==> config.mk <==
export PLATFORM = sky130hd
export DESIGN_NAME = powerup_ctrl
export DESIGN_NICKNAME = d
export VERILOG_FILES = /design/src/rtl/powerup_ctrl.sv
export SDC_FILE = /design/constraint.sdc
export NUM_CORES = 1
export LEC_CHECK = 0
export ABC_AREA = 1
export CORE_MARGIN = 2
export CORE_UTILIZATION = 57
export DETAILED_ROUTE_END_ITERATION = 12
export PLACE_DENSITY = 0.88
export REMOVE_ABC_BUFFERS = 1
export SYNTH_ARGS = -nofsm -noshare
export SYNTH_HDL_FRONTEND = slang
export SYNTH_SLANG_ARGS = --single-unit
==> constraint.sdc <==
create_clock -name clk -period 7.3 [get_ports clk]
set_input_delay 1.46 -clock clk [delete_from_list [all_inputs] [get_ports clk]]
set_output_delay 1.46 -clock clk [all_outputs]
set_load 0.1 [all_outputs]
==> src/rtl/powerup_ctrl.sv <==
`default_nettype none
// ============================================================================
//  Module      : powerup_ctrl
//  Description : Frame-rate controller for the power-pack. Requests packs from
//                the renderer, detects ball/pack overlap on frame ticks, and
//                holds the collected effect for a fixed number of frames.
//  Revision    : 1.0 - initial release
// ============================================================================
module powerup_ctrl #(
    parameter int WIDTH          = 20,
    parameter int HEIGHT         = 20,
    parameter int BALL_SIZE      = 16,
    parameter int EFFECT_FRAMES  = 600,
    parameter int RESPAWN_FRAMES = 300
) (
    input  logic        clk,
    input  logic        reset,
    input  logic        frame_tick,
    input  logic        clear,
    input  logic [10:0] ball_x,
    input  logic [9:0]  ball_y,
    input  logic        ball_owner,
    input  logic [10:0] rx,
    input  logic [9:0]  ry,
    input  logic [1:0]  mode,
    output logic        spawn,
    output logic        eaten,
    output logic        effect_active,
    output logic [1:0]  effect_mode,
    output logic        effect_owner,
    output logic [9:0]  frames_left
);

    // Geometry constants widened one bit so the edge sums never wrap.
    localparam logic [11:0] c_pack_w    = 12'(WIDTH);
    localparam logic [10:0] c_pack_h    = 11'(HEIGHT);
    localparam logic [11:0] c_ball_w    = 12'(BALL_SIZE);
    localparam logic [10:0] c_ball_h    = 11'(BALL_SIZE);
    localparam logic [9:0]  c_effect    = 10'(EFFECT_FRAMES);
    localparam logic [9:0]  c_respawn   = 10'(RESPAWN_FRAMES);

    typedef enum logic [1:0] {
        S_WAIT   = 2'd0,
        S_SPAWN  = 2'd1,
        S_ARMED  = 2'd2,
        S_EFFECT = 2'd3
    } state_t;

    state_t      r_state;
    logic [9:0]  r_cnt;
    logic        r_spawn;
    logic        r_eaten;
    logic        r_active;
    logic [1:0]  r_mode;
    logic        r_owner;
    logic [9:0]  r_frames_left;

    logic [11:0] w_bx;
    logic [11:0] w_px;
    logic [10:0] w_by;
    logic [10:0] w_py;
    logic        w_overlap_x;
    logic        w_overlap_y;
    logic        w_pack_placed;
    logic        w_hit;

    assign w_bx = {1'b0, ball_x};
    assign w_px = {1'b0, rx};
    assign w_by = {1'b0, ball_y};
    assign w_py = {1'b0, ry};

    // Axis-aligned box overlap; a pack parked at the origin is never a hit.
    assign w_overlap_x   = (w_bx < (w_px + c_pack_w)) && ((w_bx + c_ball_w) > w_px);
    assign w_overlap_y   = (w_by < (w_py + c_pack_h)) && ((w_by + c_ball_h) > w_py);
    assign w_pack_placed = |{rx, ry};
    assign w_hit         = w_overlap_x && w_overlap_y && w_pack_placed;

    // Pack lifecycle: wait -> spawn -> armed -> effect -> wait, all outputs registered.
    always_ff @(posedge clk) begin
        if (reset) begin
            r_state       <= S_WAIT;
            r_cnt         <= c_respawn;
            r_spawn       <= 1'b0;
            r_eaten       <= 1'b0;
            r_active      <= 1'b0;
            r_mode        <= 2'b00;
            r_owner       <= 1'b0;
            r_frames_left <= 10'd0;
        end else begin
            r_spawn <= 1'b0;
            r_eaten <= 1'b0;
            case (r_state)
                S_WAIT: begin
                    if (frame_tick) begin
                        if (r_cnt == 10'd1) begin
                            r_state <= S_SPAWN;
                            r_spawn <= 1'b1;
                        end else if (r_cnt != 10'd0) begin
                            r_cnt <= r_cnt - 10'd1;
                        end
                    end
                end
                S_SPAWN: begin
                    // Renderer position becomes valid now; first test waits for the next tick.
                    r_state <= S_ARMED;
                end
                S_ARMED: begin
                    // Clear is ignored here: the pack stays on the field.
                    if (frame_tick && w_hit) begin
                        r_eaten       <= 1'b1;
                        r_active      <= 1'b1;
                        r_mode        <= mode;
                        r_owner       <= ball_owner;
                        r_frames_left <= c_effect;
                        r_state       <= S_EFFECT;
                    end
                end
                S_EFFECT: begin
                    if (clear) begin
                        // Point scored: end the effect without consuming a frame.
                        r_frames_left <= 10'd0;
                        r_active      <= 1'b0;
                        r_cnt         <= c_respawn;
                        r_state       <= S_WAIT;
                    end else if (frame_tick) begin
                        if (r_frames_left <= 10'd1) begin
                            r_frames_left <= 10'd0;
                            r_active      <= 1'b0;
                            r_cnt         <= c_respawn;
                            r_state       <= S_WAIT;
                        end else begin
                            r_frames_left <= r_frames_left - 10'd1;
                        end
                    end
                end
                default: begin
                    r_state <= S_WAIT;
                end
            endcase
        end
    end

    assign spawn         = r_spawn;
    assign eaten         = r_eaten;
    assign effect_active = r_active;
    assign effect_mode   = r_mode;
    assign effect_owner  = r_owner;
    assign frames_left   = r_frames_left;

endmodule
`default_nettype wire

; Yosys cells after proc, flatten, opt, wreduce, memory -nomap -nowiden
; Cells that the tools add are included.
[classes]
add_sub_neg = 6
n_lt_le_gt_ge = 5
n_eq_ne = 11
muxes = 26
n_bitwise = 3
n_reduce_logical = 17
[op_table]
columns = cell, count
row1 = two-way mux 10 bit, 10
row2 = one-hot mux 10 bit (2 select lines), 2
row3 = "adder 11 x 5 -> 12 bit, second input constant", 2
row4 = "adder 10 x 5 -> 11 bit, second input constant", 2
row5 = OR reduction 21 bit, 1
row6 = "subtractor 10 x 1 -> 10 bit, second input constant", 2
row7 = greater-than comparator 12 x 11 -> 1 bit, 1
row8 = < comparator 11 x 12 -> 1 bit, 1
row9 = two-way mux 2 bit, 6
row10 = greater-than comparator 11 x 10 -> 1 bit, 1
row11 = < comparator 10 x 11 -> 1 bit, 1
row12 = "equality test 10 x 1 -> 1 bit, second input constant", 1
row13 = "<= comparator 10 x 1 -> 1 bit, second input constant", 1
row14 = "!= test 2 bit, second input constant", 5
row15 = nonzero test 10 bit, 1
row16 = one-hot mux 2 bit (4 select lines), 1
row17 = two-way mux 1 bit, 6
row18 = "!= test 3 bit, second input constant", 2
row19 = AND reduction 6 bit, 1
row20 = logical AND 1 bit, 5
row21 = AND reduction 5 bit, 1
row22 = "equality test 2 bit, second input constant", 2
row23 = AND reduction 4 bit, 1
row24 = nonzero test 2 bit, 2
row25 = other kinds (8), 10
[totals]
register_bits = 28
in_bits = 49
output_inout_bits = 16
word_cells = 76

; Longest topological paths before layout
[depth]
ltp_word = 8
mapped_depth = 20

; Worst setup path before layout
; No wires, ideal clock.
[synth_path]
kind = input-to-reg
from = input ry[2]
to = register r_frames_left[3] (netlist: frames_left[3])
setup_ns = 0.128
arrival_time_ns = 3.361
t_required_ns = 7.172
path_slack_ns = 3.811
cell_stages = 16
path_buffers = 1
path_cell_list = ha_1 > or2_1 > nand2_1 > nor2_1 > xor2_1 > ha_1 > a21oi_1 > nand3b_1 > nand3_1 > nor2_2 > nand3_2 > nand2_4 > nand2_4 > buf_6 > o21ai_2 > nor2_1
[synth_via]
elab_chain_len = 8
word_cells_on_any_way = 10
classes_between = 1 x add/sub / 2 x order compare / 1 x eq/ne / 6 x reduce/logical
[synth_rtl]
columns = item, line
row1 = start: declaration, 24  ; input logic [9:0] ry,
row2 = adder 10 x 5 -> 11 bit, 74  ; assign w_overlap_y = (w_by < (w_py + c_pack_h)) && ((w_by + c_ball_h) > w_py);
row3 = < comparator 10 x 11 -> 1 bit, 74
row4 = logical AND 1 bit, 74
row5 = logical AND 1 bit, 76  ; assign w_hit = w_overlap_x && w_overlap_y && w_pack_placed;
row6 = logical AND 1 bit *, 76
row7 = logical AND 1 bit *, 109  ; if (frame_tick && w_hit) begin
row8 = != test 2 bit (no source line) *, -
row9 = AND reduction 3 bit (no source line) *, -
row10 = end signal: assignment, 114  ; r_frames_left <= c_effect;
row11 = end signal: assignment, 132  ; r_frames_left <= r_frames_left - 10'd1;
row12 = end: declaration, 56  ; logic [9:0] r_frames_left;
; Mark *: on every way between the ends. The rest lies on a longest branch, timed or not.
; A chain may end at the register's enable or synchronous reset.

; Worst setup path in the final report
; Same ends and word-level chain as after synthesis.

==> reports/summary.txt <==
Filler Cell Count: 453
Vias: 3272
Initial antenna violation count: 0
Register area share after synthesis: 0.1771
Routability cong.: 0.9652
RSZ-0062 raised after global routing: false
Skew-Pair Late Insertion Delay: 0.27 ns
Placed cell count: 600
Top_reg_cell synth: dfxtp_1
Hold Slack: 0.4530 ns
Drt wl/cell: 13.20 um
Worst EP required: 7.51 ns
Die Ht: 78.52 um
Root buffer cell: clkbuf_8
Reg-to-Reg End: r_cnt[4]
Setup TNS: 0 ns
Register bit total from synthesis: 28
Final hold violation count: 0
Postcts setup bufs: 0
CTS tree: yes
DRT iter0 DRCs: 151
Reg clk slew, reported paths: 0.09 ns
Period minus WS final: 4.031 ns
H-tree levels: 1
HPWL after detailed placement: 6598 um
Syn Inst Count: 469
Vias in the first global route: 3260
Max Transition Viols Final: 0
Largest area contributor in the netlist: ha_1
Final nets: 633
Clk sinks: 28
Crit path max fanout: 14
Status: finished, final reports clean
Post-synth cell types: 39
Synth Area per Inst: 6.750 sq um
Pwr/cell area: 107.2 nW/um^2
Cell Rows: 27
First-pass GRT wire length: 13460 um
Post-synth EDFFs: 0
Largest net degree at the start of global routing: 17
Mapped Area: 3166 sq um
Critical path arrival: 4.24 ns
RR Startpoint: r_state[1]
Ports: 65
WS Path Type: in2reg
Final core utilization: 0.7221
Ant. Diodes: 0
Full die area: 6165 sq um
Share of the synthesized area in the top cell type: 0.2016
Maximum capacitance violations: 0
Die width: 78.52 um
CP startpoint kind: input port
Share of layout cells above drive strength 1: 0.06015
Post-route ant nets: 0
Fmax achieved: 0.2481 GHz
VDD IR-drop max: 141.4 uV
# DRC: 0
Vias per inst: 5.417
Area grow syn2layout: 24.07%
GR Util All Layers: 0.2591
LEAKAGE: 0.001812 uW
Clock skew: 0.003703 ns
Internal reg-to-reg setup slack: 5.17 ns
Syn. warnings: 0
R2R depth: 8
Fin crit share: 0.5522
Hold_buf cts: 0
Worst setup EP type: flop
Worst Setup SP: ry[2]
Critical Path Sink: frames_left[3]
Starting density of the core: 0.5820
Non-Filler Instances: 604
CTS buffer count: 3
Top-count cell post-synth: nand2_1
Total grt overflow: 0
Final setup vio count: 0
Async SR Flop Fraction: 0
Worst relative slew slack: 0.3172
IO buf count: 64
Synth cell count leaders: nand2_1, inv_1, nor2_1
1st-pass router iterations: 5
Top cells by area, synth: ha_1, dfxtp_1, nand2_1, xor2_1, inv_1
DRT Wirelength: 7975 um
Hold Crit Class: reg2reg
Core Region: 5439 sq um
CTS Buffer Depth: 2
PostCTS Resize Cnt: 0
Worst slew pin tran: 1.021 ns
## area by class of cell
| cell class | count | area (sq um) | share of cell area |
|---|---|---|---|
| clock inverter | 1 | 30.03 | 0.007646 |
| multi-input combinational | 375 | 2336 | 0.5948 |
| tap | 72 | 90.09 | 0.02294 |
| timing repair buffer | 64 | 640.6 | 0.1631 |
| inverter | 61 | 229.0 | 0.05830 |
| sequential | 28 | 560.5 | 0.1427 |
| clock buffer | 3 | 41.29 | 0.01051 |
## stage by stage
step	instance area, sq um	setup WS [ns]	total power, uW
2_1_floorplan	3126	3.834	243.4
3_3_place_gp	3856	3.157	295.3
3_5_place_dp	3856	3.012	302.6
4_1_cts	3928	3.287	422.4
5_1_grt	3928	2.967	446.4
6_report	3928	3.269	420.9
## registers in the layout, summed over array words and instances, names as in the netlist
name,cells
effect_owner,1
effect_mode,2
effect_active,1
r_state,2
frames_left,10
spawn,1
r_cnt,10
eaten,1
## layout by cell type (no fill, tap or decap), types with 9 or more instances in the layout
cell,count
nand3_1,33
a21oi_1,36
o21ai_0,9
inv_1,56
nor2_2,9
ha_1,51
nand4_1,9
nor2_1,53
xor2_1,26
dfxtp_1,28
clkdlybuf4s50_1,64
nand2_1,97
## worst min path at each step
stage | depth (start not counted) | from | endpoint
final | 2 | effect_mode[1] | effect_mode[1]
after global routing | 2 | effect_mode[1] | effect_mode[1]
after CTS | 2 | effect_mode[1] | effect_mode[1]
after detailed placement | 2 | effect_mode[1] | effect_mode[1]
after global placement | 2 | effect_mode[1] | effect_mode[1]
after floorplan | 1 | r_cnt[4] | r_cnt[4]
## where the power goes
part           leakage (uW)  switching, uW  internal (uW)  total (uW)
combinational       0.00155           77.1           66.3         143
sequential         0.000227           2.39            155         157
clock             0.0000357           46.7           73.4         120
total               0.00181            126            295         421
## cell families after synthesis
| family | after synthesis | share of synthesized area |
|---|---|---|
| flip-flops | 28 | 0.1771 |
| adder cells (fa/ha/maj) | 51 | 0.2016 |
| AND/OR/NAND/NOR | 234 | 0.3447 |
| XOR/XNOR | 31 | 0.08577 |
| AO/OA/AOI/OAI | 59 | 0.1059 |
| buffers and inverters | 66 | 0.08497 |
## per-layer routing
layer | wire [um] | global-route usage | up-vias | share of wire
li1 | - | - | 1673 | -
met1 | 3477 | 0.3129 | 1490 | 0.44
met2 | 4020 | 0.4795 | 93 | 0.50
met3 | 355 | 0.02529 | 16 | 0.045
met4 | 122 | 0.07895 | 0 | 0.015
met5 | 0 | 0 | - | 0
## worst max-delay path, cell delays in order
cell and delay, ns:
clkdlybuf4s50_1 0.48, ha_1 0.25, or2_1 0.24, nand2_1 0.10, xor2_1 0.18, ha_1 0.27, nand2_1 0.10, nor2_1 0.06
nor2_1 0.11, nand3_1 0.09, nand2_1 0.07, nand2_1 0.06, nor2_2 0.13, nand3_2 0.09, nand2_4 0.15, nand2_4 0.13
nand2_1 0.12, o21ai_2 0.06, nor2_1 0.08
Note: power is estimated with default switching activity, not from simulation.
